<file path="src/rtl/mem18_arbiter.sv">
// Two-requester burst arbiter and sequencer for the single-port 18x256 block RAM memory18.
// Define MEM18_ARB_FIXED_PRIO_EN for fixed A-over-B priority in place of round-robin.
module mem18_arbiter #(
    parameter int unsigned RAM_WIDTH     = 18,
    parameter int unsigned RAM_ADDR_BITS = 8,
    parameter int unsigned LEN_BITS      = 4
) (
    input  logic                     clk,
    input  logic                     rst,

    input  logic                     a_req,
    input  logic                     a_we,
    input  logic [RAM_ADDR_BITS-1:0] a_addr,
    input  logic [LEN_BITS-1:0]      a_len,
    output logic                     a_ack,
    input  logic [RAM_WIDTH-1:0]     a_wdata,
    output logic                     a_wready,
    output logic [RAM_WIDTH-1:0]     a_rdata,
    output logic                     a_rvalid,
    output logic                     a_done,

    input  logic                     b_req,
    input  logic                     b_we,
    input  logic [RAM_ADDR_BITS-1:0] b_addr,
    input  logic [LEN_BITS-1:0]      b_len,
    output logic                     b_ack,
    input  logic [RAM_WIDTH-1:0]     b_wdata,
    output logic                     b_wready,
    output logic [RAM_WIDTH-1:0]     b_rdata,
    output logic                     b_rvalid,
    output logic                     b_done,

    output logic                     mem_ramEN,
    output logic                     mem_writeEN,
    output logic                     mem_readEN,
    output logic [RAM_ADDR_BITS-1:0] mem_addr,
    output logic [RAM_WIDTH-1:0]     mem_data_in,
    input  logic [RAM_WIDTH-1:0]     mem_data_out
);

    typedef enum logic [1:0] {
        S_IDLE  = 2'd0,
        S_BURST = 2'd1,
        S_DRAIN = 2'd2
    } state_t;

    state_t                   r_state;
    state_t                   w_state_nxt;
    logic                     r_owner;      // 0 = A, 1 = B
    logic                     r_we;
    logic [RAM_ADDR_BITS-1:0] r_addr;
    logic [LEN_BITS-1:0]      r_cnt;
    logic                     r_rd_pend;    // a read strobe was issued last cycle
    logic [RAM_WIDTH-1:0]     r_a_rdata;
    logic [RAM_WIDTH-1:0]     r_b_rdata;

    logic                     w_accept;
    logic                     w_pick_b;
    logic                     w_in_burst;
    logic                     w_done;

`ifdef MEM18_ARB_FIXED_PRIO_EN
    always_comb begin
        w_pick_b = b_req & ~a_req;
    end
`else
    logic r_prio;                           // 1 = B has priority on a tie

    always_comb begin
        w_pick_b = b_req & (~a_req | r_prio);
    end

    always_ff @(posedge clk or posedge rst) begin
        if (rst) begin
            r_prio <= 1'b0;
        end else if (w_done) begin
            r_prio <= ~r_owner;
        end
    end
`endif

    // Next state and all outputs.
    always_comb begin
        w_state_nxt = r_state;
        w_accept    = 1'b0;
        w_in_burst  = 1'b0;
        w_done      = 1'b0;
        a_ack       = 1'b0;
        b_ack       = 1'b0;
        a_wready    = 1'b0;
        b_wready    = 1'b0;
        a_rvalid    = 1'b0;
        b_rvalid    = 1'b0;
        a_done      = 1'b0;
        b_done      = 1'b0;
        a_rdata     = r_a_rdata;
        b_rdata     = r_b_rdata;
        mem_ramEN   = 1'b0;
        mem_writeEN = 1'b0;
        mem_readEN  = 1'b0;
        mem_addr    = '0;
        mem_data_in = '0;

        case (r_state)
            S_IDLE: begin
                if (a_req || b_req) begin
                    w_accept    = 1'b1;
                    w_state_nxt = S_BURST;
                end
            end
            S_BURST: begin
                w_in_burst = 1'b1;
                if (r_cnt == '0) begin
                    w_state_nxt = r_we ? S_IDLE : S_DRAIN;
                    w_done      = r_we;
                end
            end
            S_DRAIN: begin
                w_done      = 1'b1;
                w_state_nxt = S_IDLE;
            end
            default: w_state_nxt = S_IDLE;
        endcase

        a_ack = w_accept & ~w_pick_b;
        b_ack = w_accept & w_pick_b;

        if (w_in_burst) begin
            mem_ramEN   = 1'b1;
            mem_writeEN = r_we;
            mem_readEN  = ~r_we;
            mem_addr    = r_addr;
            if (r_we) begin
                mem_data_in = r_owner ? b_wdata : a_wdata;
            end
        end

        a_wready = w_in_burst & r_we & ~r_owner;
        b_wready = w_in_burst & r_we & r_owner;
        a_rvalid = r_rd_pend & ~r_owner;
        b_rvalid = r_rd_pend & r_owner;
        a_done   = w_done & ~r_owner;
        b_done   = w_done & r_owner;

        // RAM output register is live on rvalid cycles; hold copy otherwise.
        if (a_rvalid) begin
            a_rdata = mem_data_out;
        end
        if (b_rvalid) begin
            b_rdata = mem_data_out;
        end
    end

    always_ff @(posedge clk or posedge rst) begin
        if (rst) begin
            r_state <= S_IDLE;
        end else begin
            r_state <= w_state_nxt;
        end
    end

    // Burst context: latched on accept, stepped once per RAM access.
    always_ff @(posedge clk or posedge rst) begin
        if (rst) begin
            r_owner   <= 1'b0;
            r_we      <= 1'b0;
            r_addr    <= '0;
            r_cnt     <= '0;
            r_rd_pend <= 1'b0;
        end else begin
            r_rd_pend <= w_in_burst & ~r_we;
            if (w_accept) begin
                r_owner <= w_pick_b;
                r_we    <= w_pick_b ? b_we   : a_we;
                r_addr  <= w_pick_b ? b_addr : a_addr;
                r_cnt   <= w_pick_b ? b_len  : a_len;
            end else if (w_in_burst) begin
                r_addr <= r_addr + RAM_ADDR_BITS'(1);
                r_cnt  <= r_cnt - LEN_BITS'(1);
            end
        end
    end

    always_ff @(posedge clk or posedge rst) begin
        if (rst) begin
            r_a_rdata <= '0;
            r_b_rdata <= '0;
        end else begin
            if (a_rvalid) begin
                r_a_rdata <= mem_data_out;
            end
            if (b_rvalid) begin
                r_b_rdata <= mem_data_out;
            end
        end
    end

endmodule

</file>
<file path="config.mk">
export PLATFORM = sky130hd
export DESIGN_NAME = mem18_arbiter
export DESIGN_NICKNAME = d
export VERILOG_FILES = /design/src/rtl/mem18_arbiter.sv
export SDC_FILE = /design/constraint.sdc
export NUM_CORES = 1
export LEC_CHECK = 0
export CAP_MARGIN = 10
export CORE_ASPECT_RATIO = 1.1
export CORE_UTILIZATION = 39
export DETAILED_ROUTE_END_ITERATION = 6
export PLACE_DENSITY_LB_ADDON = 0.08
export SLEW_MARGIN = 25
export SYNTH_ARGS = -nofsm -noshare
export SYNTH_HDL_FRONTEND = slang
export SYNTH_SLANG_ARGS = --single-unit
</file>
<file path="constraint.sdc">
create_clock -name clk -period 2.4 [get_ports clk]
set_clock_uncertainty 0.15 [all_clocks]
set_input_delay 0.6 -clock clk [delete_from_list [all_inputs] [get_ports clk]]
set_output_delay 0.6 -clock clk [all_outputs]
set_load 0.01 [all_outputs]
</file>
==> reports/qor.txt, run 1 <==
Die ar. = 7671 sq um
Share of the synthesized area in the top cell type = 47.31%
Pint = 3.921 mW
P&R area growth vs syn = 80.16%
Fin crit period = 2.547 ns
Post-synth top area cell = dfrtp_1
NumNets Final = 557
Peak Freq = 0.3926 GHz
CP top delay family = simple AND/OR/NAND/NOR gates
H-tree depth = 2
Post-synthesis xor/xnor area fraction = 0.3066%
Core Rows = 32
Top-count cell post-synth = dfrtp_1
N_diodes = 0
Number of flops mapped to enable cells by yosys = 0
Syn Inst Count = 267
DIE WIDTH = 83.60 um
Root Buffer = clkbuf_8
Die Y = 91.76 um
Worst Path Arrival = 1.80 ns
Reg2reg path depth = 8
IO buf count = 156
Ports = 157
Vias = 2769
Required @ worst endpoint = 1.65 ns
Ys Warns = 0
First-pass GRT wire length = 13300 um
Avg Synthesized Cell Area = 10.70 sq um
RSZ-0062 raised after global routing = true
Antenna Nets Post-Route = 0
Synth top cells by count = dfrtp_1 (54), mux2_1 (28), nor2_1 (28), mux2i_1 (19), nand2_1 (19)
Clock Power Share = 9.8%
Hold Path Origin = r_b_rdata[15]
Via density per instance = 4.998
Max incr delay on CP = 0.41 ns
FFs w/ async S/R, synth = 100.0%
Compound-gate portion of the synthesized area = 11.61%
Initial Util = 40.54%
Final Hold Viols = 0
Post-synth top flop = dfrtp_1
Logic pwr share = 64.1%
Post-synthesis mux area share = 21.24%
Worst r2r src = r_state[0]
Total GRT Usage = 21.67%
Share of layout cells above drive strength 1 = 36.46%
Hold WC Path Type = flip-flop to flip-flop
Post-synthesis simple-gate area fraction = 13.14%
WP depth = 8
Largest family of logic cells by synthesized area = multiplexers
Placer Congestion = 0.8135
Sw Ratio = 36.86%
Slowest cell on the critical path = dfrtp_1
Clock Latency Late Sink = 0.30 ns
Vias in the first global route = 2802
Failing checks = setup timing
DR iter-0 viols = 76
Outcome = complete, but fails checks
Power per cell area = 1207 nW/um^2
Cts bufs inserted = 5
P_leak = 2.483 nW
Hold Path Depth = 1
CP Launch Type = flip-flop
Worst path buffer plus inverter count = 3
Crit-path cells = inv_2, ha_4, nor3b_4, a31oi_2, nor2b_2, buf_4, nor2b_4, buf_6
Grt ovf = 0
Post-synth net total = 356
Area share of fa/ha/maj cells after synthesis = 2.190%
Worst-path clk slew = 0.10 ns
Final setup margin = -0.1473 ns
CTS max path bufs = 2
Drt wl/cell = 15.63 um
CTS Sinks = 54
CP startpoint = r_cnt[1]
Max VDD drop = 765.3 uV
Hold buffers post-CTS = 0
NetSw = 2.289 mW
Synth area leaders = dfrtp_1 (47%), mux2_1 (11%), mux2i_1 (6.7%), nor2_1 (3.7%), mux2_2 (3.5%)
Core area = 7047 sq um
Seq/Total Area, Yosys = 47.31%
Largest net degree at the start of global routing = 43
First-pass DRT Iterations = 4
Headroom to the max-slew limit = 79.66%
Synth Cell Area = 2856 sq um
Final Max Slew Viols = 0
CTS tree = done
Seq pwr share = 26.0%
Yosys reg bits = 54
Drc violations = 0
Detailed-placement wirelength estimate = 5707 um
Tot Pwr = 6.210 mW
Drt total wl = 8661 um
Worst slew pin tran = 0.3028 ns
# fillers = 507
CP endpoint kind = output pin
Initial antenna violation count = 0
Final setup violation count = 7
Maxcap violations = 0
Crit-path max FO = 2
Sequential cell area = 1353 sq um
Post-synth cell types = 38
Area of the multi-input gates = 1567 sq um
Setup CP Type = flip-flop to output pin
Final core utilization = 73.03%
Final period utilization = 106.1%
## through the flow
step                instances  hold slack, ns  TNS, ns  instance area (sq um)  worst slack, ns
floorplan                 267          0.3161        0                   2856           0.2881
global placement          521          0.3134   -8.353                   4705          -0.3163
detailed placement        521          0.3206   -9.190                   4705          -0.3928
CTS                       542          0.3470  -0.5350                   4912          -0.1502
global route              554          0.3620   -1.557                   5146          -0.2410
finish                    554          0.3490  -0.5907                   5146          -0.1473
## worst paths after layout
check,end,slack [ns]
max in group asynchronous,r_owner,1.19
hold / removal,r_b_rdata[15],0.35
hold reg to reg,r_b_rdata[15],0.35
setup / recovery,a_done,-0.15
setup reg to reg,r_addr[6],0.47
min in group asynchronous,r_a_rdata[3],0.39
## final cells by class
class                   count  area share, %
repair buffers            209          38.34
multi-input cells         188          30.44
flip-flops and latches     54          26.28
well taps                  85          2.067
clock buffers               6          1.410
clock inverters             2         0.7294
inverters                  10         0.7294
## placed cells by master (no fill, tap or decap), drive strengths merged, types with 2 or more instances in the layout
cell type and n:
and2 12, nor2b 3, and3 3, nand3 8
nor2 28, nand2b 2, o21a 2, dlygate4sd2 12
clkdlybuf4s50 81, mux2 37, o21ai 11, a32o 9
mux2i 19, nand2 20, inv 10, dlymetal6s2s 2
buf 86, ha 5, a31oi 3, dfrtp 54
clkdlybuf4s15 5, a21oi 14, clkbuf 29
## kinds of logic (layout without fill, tap and decap cells)
kind of cell	Yosys count	in the layout
muxes	56	56
buffers and inverters	25	227
and+or+nand+nor	79	79
DFF	54	54
xor gates and xnor gates	1	1
adders and majority gates	5	5
AOI/OAI and AO/OA	47	47
## state kept, by name, summed over array words and instances (netlist names)
| register | flops |
|---|---|
| r_state | 2 |
| r_rd_pend | 1 |
| r_prio | 1 |
| r_we | 1 |
| r_owner | 1 |
| r_b_rdata | 18 |
| r_cnt | 4 |
| r_addr | 8 |
| r_a_rdata | 18 |
## timing repair
| item | in CTS | in global routing |
|---|---|---|
| pin swaps | 2 | 2 |
| resized for setup | 219 | 95 |
| setup endpoints to repair | 71 | 59 |
| buffers inserted | 11 | 11 |
| cloned | 2 | 3 |
## power groups by stage
| stage | Combinational [mW] | Clock (mW) | Sequential, mW |
|---|---|---|---|
| floorplan | 1.71 | 0 | 1.52 |
| global placement | 3.41 | 0 | 1.56 |
| detailed placement | 3.46 | 0 | 1.58 |
| CTS | 3.48 | 0.628 | 1.59 |
| global route | 4.27 | 0.666 | 1.66 |
| finish | 3.98 | 0.612 | 1.62 |
## per-layer routing
layer | track usage [%] | vias to the layer above | share of wire, %
met2 | 38.28 | 96 | 51
met1 | 26.93 | 1317 | 43
met4 | 5.508 | 0 | 1.4
met5 | 0 | - | 0
li1 | - | 1343 | -
met3 | 4.500 | 13 | 5.1
(Power assumes the default switching activity.)
==> inputs of run 2 (changes only) <==
- REMOVE_ABC_BUFFERS: unset -> 1
==> reports/qor.txt, run 2 (synthesis gave the netlist of run 1 again) <==
Die ar. = 7671 sq um (unchanged)
Final Non-Filler Cells = 562 (was 554)
P&R area growth vs syn = 83.00% (was 80.16%)
Hold Path Depth = 1 (unchanged)
Grt ovf = 0 (unchanged)
Drt total wl = 9082 um (was 8661 um)
Worst-path clk slew = 0.10 ns (about the same)
N_diodes = 0 (unchanged)
Power per cell area = 1211 nW/um^2 (was 1207 nW/um^2)
Placed cells = 523 (was 521)
Commonest non-fill, non-tap cell in the layout = clkdlybuf4s50_1 (unchanged)
Setup CP Type = flip-flop to output pin (unchanged)
Root Buffer = clkbuf_8 (unchanged)
CTS tree = done (unchanged)
CTS max path bufs = 2 (unchanged)
Final Max Slew Viols = 0 (unchanged)
Final Hold Viols = 0 (unchanged)
Antenna Nets Post-Route = 0 (unchanged)
Ports = 157 (unchanged)
Detailed-placement wirelength estimate = 5776 um (was 5707 um)
NumNets Final = 565 (was 557)
First-pass GRT wire length = 14030 um (was 13300 um)
Headroom to the max-slew limit = 71.29% (was 79.66%)
Hold Path Origin = r_b_rdata[10] (was r_b_rdata[15])
CP endpoint kind = output pin (unchanged)
Hold buffers post-CTS = 0 (unchanged)
Post-Place Worst Slack = -0.3469 ns (was -0.3928 ns)
Initial Util = 40.54% (unchanged)
Worst r2r src = r_cnt[1] (was r_state[0])
Vias = 2845 (was 2769)
Core area = 7047 sq um (unchanged)
CTS Sinks = 54 (unchanged)
Worst slew pin tran = 0.4300 ns (was 0.3028 ns)
Clock Latency Late Sink = 0.31 ns (was 0.30 ns)
Share of layout cells above drive strength 1 = 35.43% (was 36.46%)
Hold EP = r_b_rdata[10] (was r_b_rdata[15])
Crit Reg-Reg Endpoint = r_prio (was r_addr[6])
Required @ worst endpoint = 1.65 ns (about the same)
Biggest regs = r_a_rdata x18, r_b_rdata x18, r_addr x8 (unchanged)
Reg2reg path depth = 10 (was 8)
IO buf count = 156 (unchanged)
Fin crit period = 2.504 ns (was 2.547 ns)
Vias in the first global route = 2854 (was 2802)
Max VDD drop = 781.4 uV (was 765.3 uV)
DR iter-0 viols = 74 (was 76)
Placer Congestion = 0.7872 (was 0.8135)
Final period utilization = 104.3% (was 106.1%)
Maxcap violations = 0 (unchanged)
Worst Path Arrival = 1.75 ns (was 1.80 ns)
GR Util met3 = 3.870% (was 4.500%)
First-pass DRT Iterations = 4 (unchanged)
P_leak = 2.522 nW (was 2.483 nW)
Core Rows = 32 (unchanged)
DIE WIDTH = 83.60 um (unchanged)
Via density per instance = 5.062 (was 4.998)
Outcome = complete, but fails checks (unchanged)
Die Y = 91.76 um (unchanged)
M2 GR Usage = 41.26% (was 38.28%)
Drc violations = 0 (unchanged)
RSZ-0062 raised after global routing = true (unchanged)
Peak Freq = 0.3994 GHz (was 0.3926 GHz)
Drt wl/cell = 16.16 um (was 15.63 um)
H-tree depth = 2 (unchanged)
CP Launch Type = flip-flop (unchanged)
R2R Setup Slk = 0.49 ns (was 0.47 ns)
Final setup violation count = 5 (was 7)
GR Layer Usage met1 = 27.84% (was 26.93%)
Initial antenna violation count = 0 (unchanged)
Largest net degree at the start of global routing = 37 (was 43)
Failing checks = setup timing (unchanged)
Total GRT Usage = 22.74% (was 21.67%)
GR peak layer = met2 (unchanged)
Most frequent cells in the layout = clkdlybuf4s50_1 (82), dfrtp_1 (53), buf_4 (43) (was clkdlybuf4s50_1 (81), dfrtp_1 (53), buf_4 (32))
Cts bufs inserted = 5 (unchanged)
Hold WC Path Type = flip-flop to flip-flop (unchanged)
Crit-path max FO = 2 (unchanged)
Final setup margin = -0.1040 ns (was -0.1473 ns)
## run 2: cell type report
type,count,area (sq um)
sequential,54,1353
fill,534,1819
clock inverter,3,47.55
inverter,10,37.54
tap,85,106.4
multi-input combinational,188,1533
clock buffer,5,68.82
timing repair buffer,217,2082
## run 2: per-stage QoR
stage               cell area, sq um  hold slack, ns  setup TNS, ns  utilization, %  power, mW
CTS                             5094          0.3510        -0.9472           72.28      5.994
detailed placement              4720          0.3191         -9.070           66.97      5.044
finish                          5228          0.3497        -0.1774           74.18      6.332
floorplan                       2774          0.3161         -18.06               -      3.158
global route                    5228          0.3679         -1.066           74.18      6.750
global placement                4720          0.3140         -8.364           66.97      4.974
## run 2: repair_timing
| action | in CTS | in global routing |
|---|---|---|
| setup endpoints to repair | 71 | 61 |
| cloned | 3 | 4 |
| buffers inserted | 16 | 11 |
| resized for setup | 191 | 82 |
| pin swaps | 2 | 4 |
## run 2: layer usage
| metal | wire length, um | part of all wire [%] |
|---|---|---|
| met2 | 4746 | 52 |
| met3 | 406 | 4.5 |
| met4 | 174 | 1.9 |
| met1 | 3755 | 41 |
| met5 | 0 | 0 |
## run 2: report_power, final
part / total, mW / internal [mW] / leakage, nW / switching, mW
combinational: 4.08 / 2.31 / 1.82 / 1.77
sequential: 1.62 / 1.37 / 0.642 / 0.249
clock: 0.627 / 0.317 / 0.0587 / 0.310
total: 6.33 / 4.00 / 2.52 / 2.33
## run 2: worst max-delay path by stage
stage | cells past startpoint | end | start
final | 8 | a_done | r_cnt[1]
after global placement | 4 | b_ack | b_req
after CTS | 7 | a_rdata[8] | r_rd_pend
after global routing | 8 | a_done | r_cnt[1]
after floorplan | 2 | a_rdata[0] | r_owner
after detailed placement | 4 | b_ack | b_req
## run 2: critical path, stage by stage, from the launching register on
cell     delay [ns]
dfrtp_1        0.41
inv_2          0.08
ha_4           0.14
nor3b_4        0.20
a31oi_1        0.12
nor2b_1        0.15
buf_4          0.13
nor2b_4        0.13
buf_6          0.10
==> inputs of run 3 (changes only) <==
- CORE_ASPECT_RATIO: 1.1 -> 1.5
==> reports/qor.txt, run 3 (synthesis gave the netlist of run 1 again) <==
Max incr delay on CP = 0.41 ns (about the same)
Drc violations = 0 (unchanged)
P_leak = 2.509 nW (was 2.522 nW)
Post-Place Worst Slack = -0.3774 ns (was -0.3469 ns)
Hold buffers post-CTS = 0 (unchanged)
Vias = 2829 (was 2845)
Tot Pwr = 6.308 mW (was 6.332 mW)
H-tree depth = 2 (unchanged)
First-pass GRT wire length = 14120 um (was 14030 um)
CTS Sinks = 54 (unchanged)
Ports = 157 (unchanged)
Most frequent cells in the layout = clkdlybuf4s50_1 (81), dfrtp_1 (53), buf_4 (46) (was clkdlybuf4s50_1 (82), dfrtp_1 (53), buf_4 (43))
Worst Path Arrival = 1.77 ns (was 1.75 ns)
Maxcap violations = 0 (unchanged)
Crit Reg-Reg Endpoint = r_addr[5] (was r_prio)
Via density per instance = 4.903 (was 5.062)
Slowest cell on the critical path = dfrtp_1 (unchanged)
NetSw = 2.406 mW (was 2.328 mW)
Final setup margin = -0.1226 ns (was -0.1040 ns)
CP endpoint kind = output pin (unchanged)
Hold WC Path Type = input pin to asynchronous set/reset pin (was flip-flop to flip-flop)
R2R Setup Slk = 0.46 ns (was 0.49 ns)
Worst-path clk slew = 0.11 ns (was 0.10 ns)
Outcome = complete, but fails checks (unchanged)
Core Rows = 37 (was 32)
Initial antenna violation count = 0 (unchanged)
Final period utilization = 105.1% (was 104.3%)
CP Launch Type = flip-flop (unchanged)
CTS max path bufs = 2 (unchanged)
Total GRT Usage = 23.70% (was 22.74%)
Crit-path cells = inv_2, ha_4, nor3b_2, buf_4, a31oi_4, nor2b_4, nor2b_4, buf_6 (was inv_2, ha_4, nor3b_4, a31oi_1, nor2b_1, buf_4, nor2b_4, buf_6)
Headroom to the max-slew limit = 80.48% (was 71.29%)
Power per cell area = 1215 nW/um^2 (was 1211 nW/um^2)
Drt total wl = 9492 um (was 9082 um)
Final Non-Filler Cells = 577 (was 562)
Vias in the first global route = 2893 (was 2854)
Biggest regs = r_a_rdata x18, r_b_rdata x18, r_addr x8 (unchanged)
Fin crit period = 2.523 ns (was 2.504 ns)
Crit-path most repeated cell = nor2b_4
Core area = 6990 sq um (was 7047 sq um)
CTS tree = done (unchanged)
Grt ovf = 0 (unchanged)
N_diodes = 0 (unchanged)
Peak Freq = 0.3964 GHz (was 0.3994 GHz)
Root Buffer = clkbuf_8 (unchanged)
RSZ-0062 raised after global routing = true (unchanged)
DR iter-0 viols = 99 (was 74)
Placer Congestion = 0.8238 (was 0.7872)
Setup CP Type = flip-flop to output pin (unchanged)
Clock Latency Late Sink = 0.32 ns (was 0.31 ns)
Die Y = 106.8 um (was 91.76 um)
Sw Ratio = 38.14% (was 36.77%)
P&R area growth vs syn = 81.78% (was 83.00%)
DIE WIDTH = 71.88 um (was 83.60 um)
Seq pwr share = 25.9% (was 25.6%)
Final setup violation count = 20 (was 5)
Pint = 3.902 mW (was 4.004 mW)
Max VDD drop = 544.2 uV (was 781.4 uV)
Initial Util = 40.86% (was 40.54%)
Final Hold Viols = 0 (unchanged)
Worst slew pin tran = 0.2906 ns (was 0.4300 ns)
First-pass DRT Iterations = 4 (unchanged)
Antenna Nets Post-Route = 0 (unchanged)
Final Instance Area = 5192 sq um (was 5228 sq um)
Commonest non-fill, non-tap cell in the layout = clkdlybuf4s50_1 (unchanged)
Crit-path max FO = 3 (was 2)
Drt wl/cell = 16.45 um (was 16.16 um)
Final Max Slew Viols = 0 (unchanged)
Detailed-placement wirelength estimate = 6315 um (was 5776 um)
Placed cells = 537 (was 523)
Worst r2r src = r_state[0] (was r_cnt[1])
Cts bufs inserted = 5 (unchanged)
Share of layout cells above drive strength 1 = 40.83% (was 35.43%)
Reg2reg path depth = 8 (was 10)
IO buf count = 156 (unchanged)
Largest net degree at the start of global routing = 25 (was 37)
Post-DP Area = 4750 sq um (was 4720 sq um)
Clock Power Share = 8.6% (was 9.9%)
Logic pwr share = 65.5% (was 64.5%)
Failing checks = setup timing (unchanged)
Die ar. = 7677 sq um (was 7671 sq um)
NumNets Final = 568 (was 565)
Required @ worst endpoint = 1.65 ns (about the same)
==> run 3: changes by cell type in the layout (fill, tap and decap cells not counted), moves of 4 or more <==
cell | previous run | this run
clkdlybuf4s15_1 | 7 | 2
mux2_4 | 21 | 27
mux2_2 | 11 | 7
clkbuf_2 | 25 | 13
dlygate4sd2_1 | 16 | 5
buf_2 | 4 | 34
==> run 3: metrics by stage <==
step	hold slack, ns	TNS (ns)	util, %
global route	0.3698	-1.790	74.28
floorplan	0.3161	-18.06	-
finish	0.3499	-0.7902	74.28
CTS	0.3506	-2.061	72.36
global placement	0.3139	-8.693	67.94
detailed placement	0.3243	-9.373	67.94
==> run 3: power by group through the flow <==
stage | Combinational [mW] | Clock [mW] | Sequential [mW]
after global placement | 3.44 | 0 | 1.56
after CTS | 3.80 | 0.560 | 1.59
after detailed placement | 3.50 | 0 | 1.59
after floorplan | 1.57 | 0 | 1.59
final | 4.13 | 0.540 | 1.63
after global routing | 4.43 | 0.595 | 1.67
==> run 3: cell type report <==
class | count | area, sq um
clock inverters | 3 | 28.78
fillers | 511 | 1798
inverters | 10 | 37.54
clock buffers | 5 | 68.82
multi-input cells | 188 | 1590
well taps | 97 | 121.4
repair buffers | 220 | 1993
flip-flops and latches | 54 | 1353
==> run 3: routing by layer <==
metal / routed length, um / track usage [%] / vias to the layer above
met5: 0 / 0 / -
met4: 142 / 7.143 / 0
met3: 378 / 3.571 / 10
met2: 5442 / 45.22 / 93
met1: 3529 / 26.44 / 1367
li1: - / - / 1359
==> run 3: timing repair <==
action | 4_1_cts | 5_1_grt
endpoints found under the setup margin | 71 | 52
gates cloned | 3 | 1
pin swaps | 2 | 2
setup buffers | 13 | 17
gates resized for setup | 276 | 78
==> run 3: critical path, delay by kind of cell (launching register included) <==
| family | cells | cell delay, ns |
|---|---|---|
| compound gates | 1 | 0.10 |
| fa+ha+maj | 1 | 0.13 |
| buf+inv | 3 | 0.34 |
| flops | 1 | 0.41 |
| simple gates | 3 | 0.49 |
==> run 3: worst max-delay path by stage <==
| stage | startpoint | endpoint | slack (ns) | cells past startpoint |
|---|---|---|---|---|
| detailed placement | r_cnt[0] | a_done | -0.38 | 9 |
| CTS | r_cnt[1] | a_done | -0.22 | 8 |
| global route | r_cnt[0] | b_done | -0.18 | 8 |
| finish | r_cnt[0] | a_done | -0.12 | 8 |
| floorplan | r_owner | a_rdata[0] | -0.65 | 2 |
| global placement | r_cnt[0] | a_done | -0.39 | 9 |
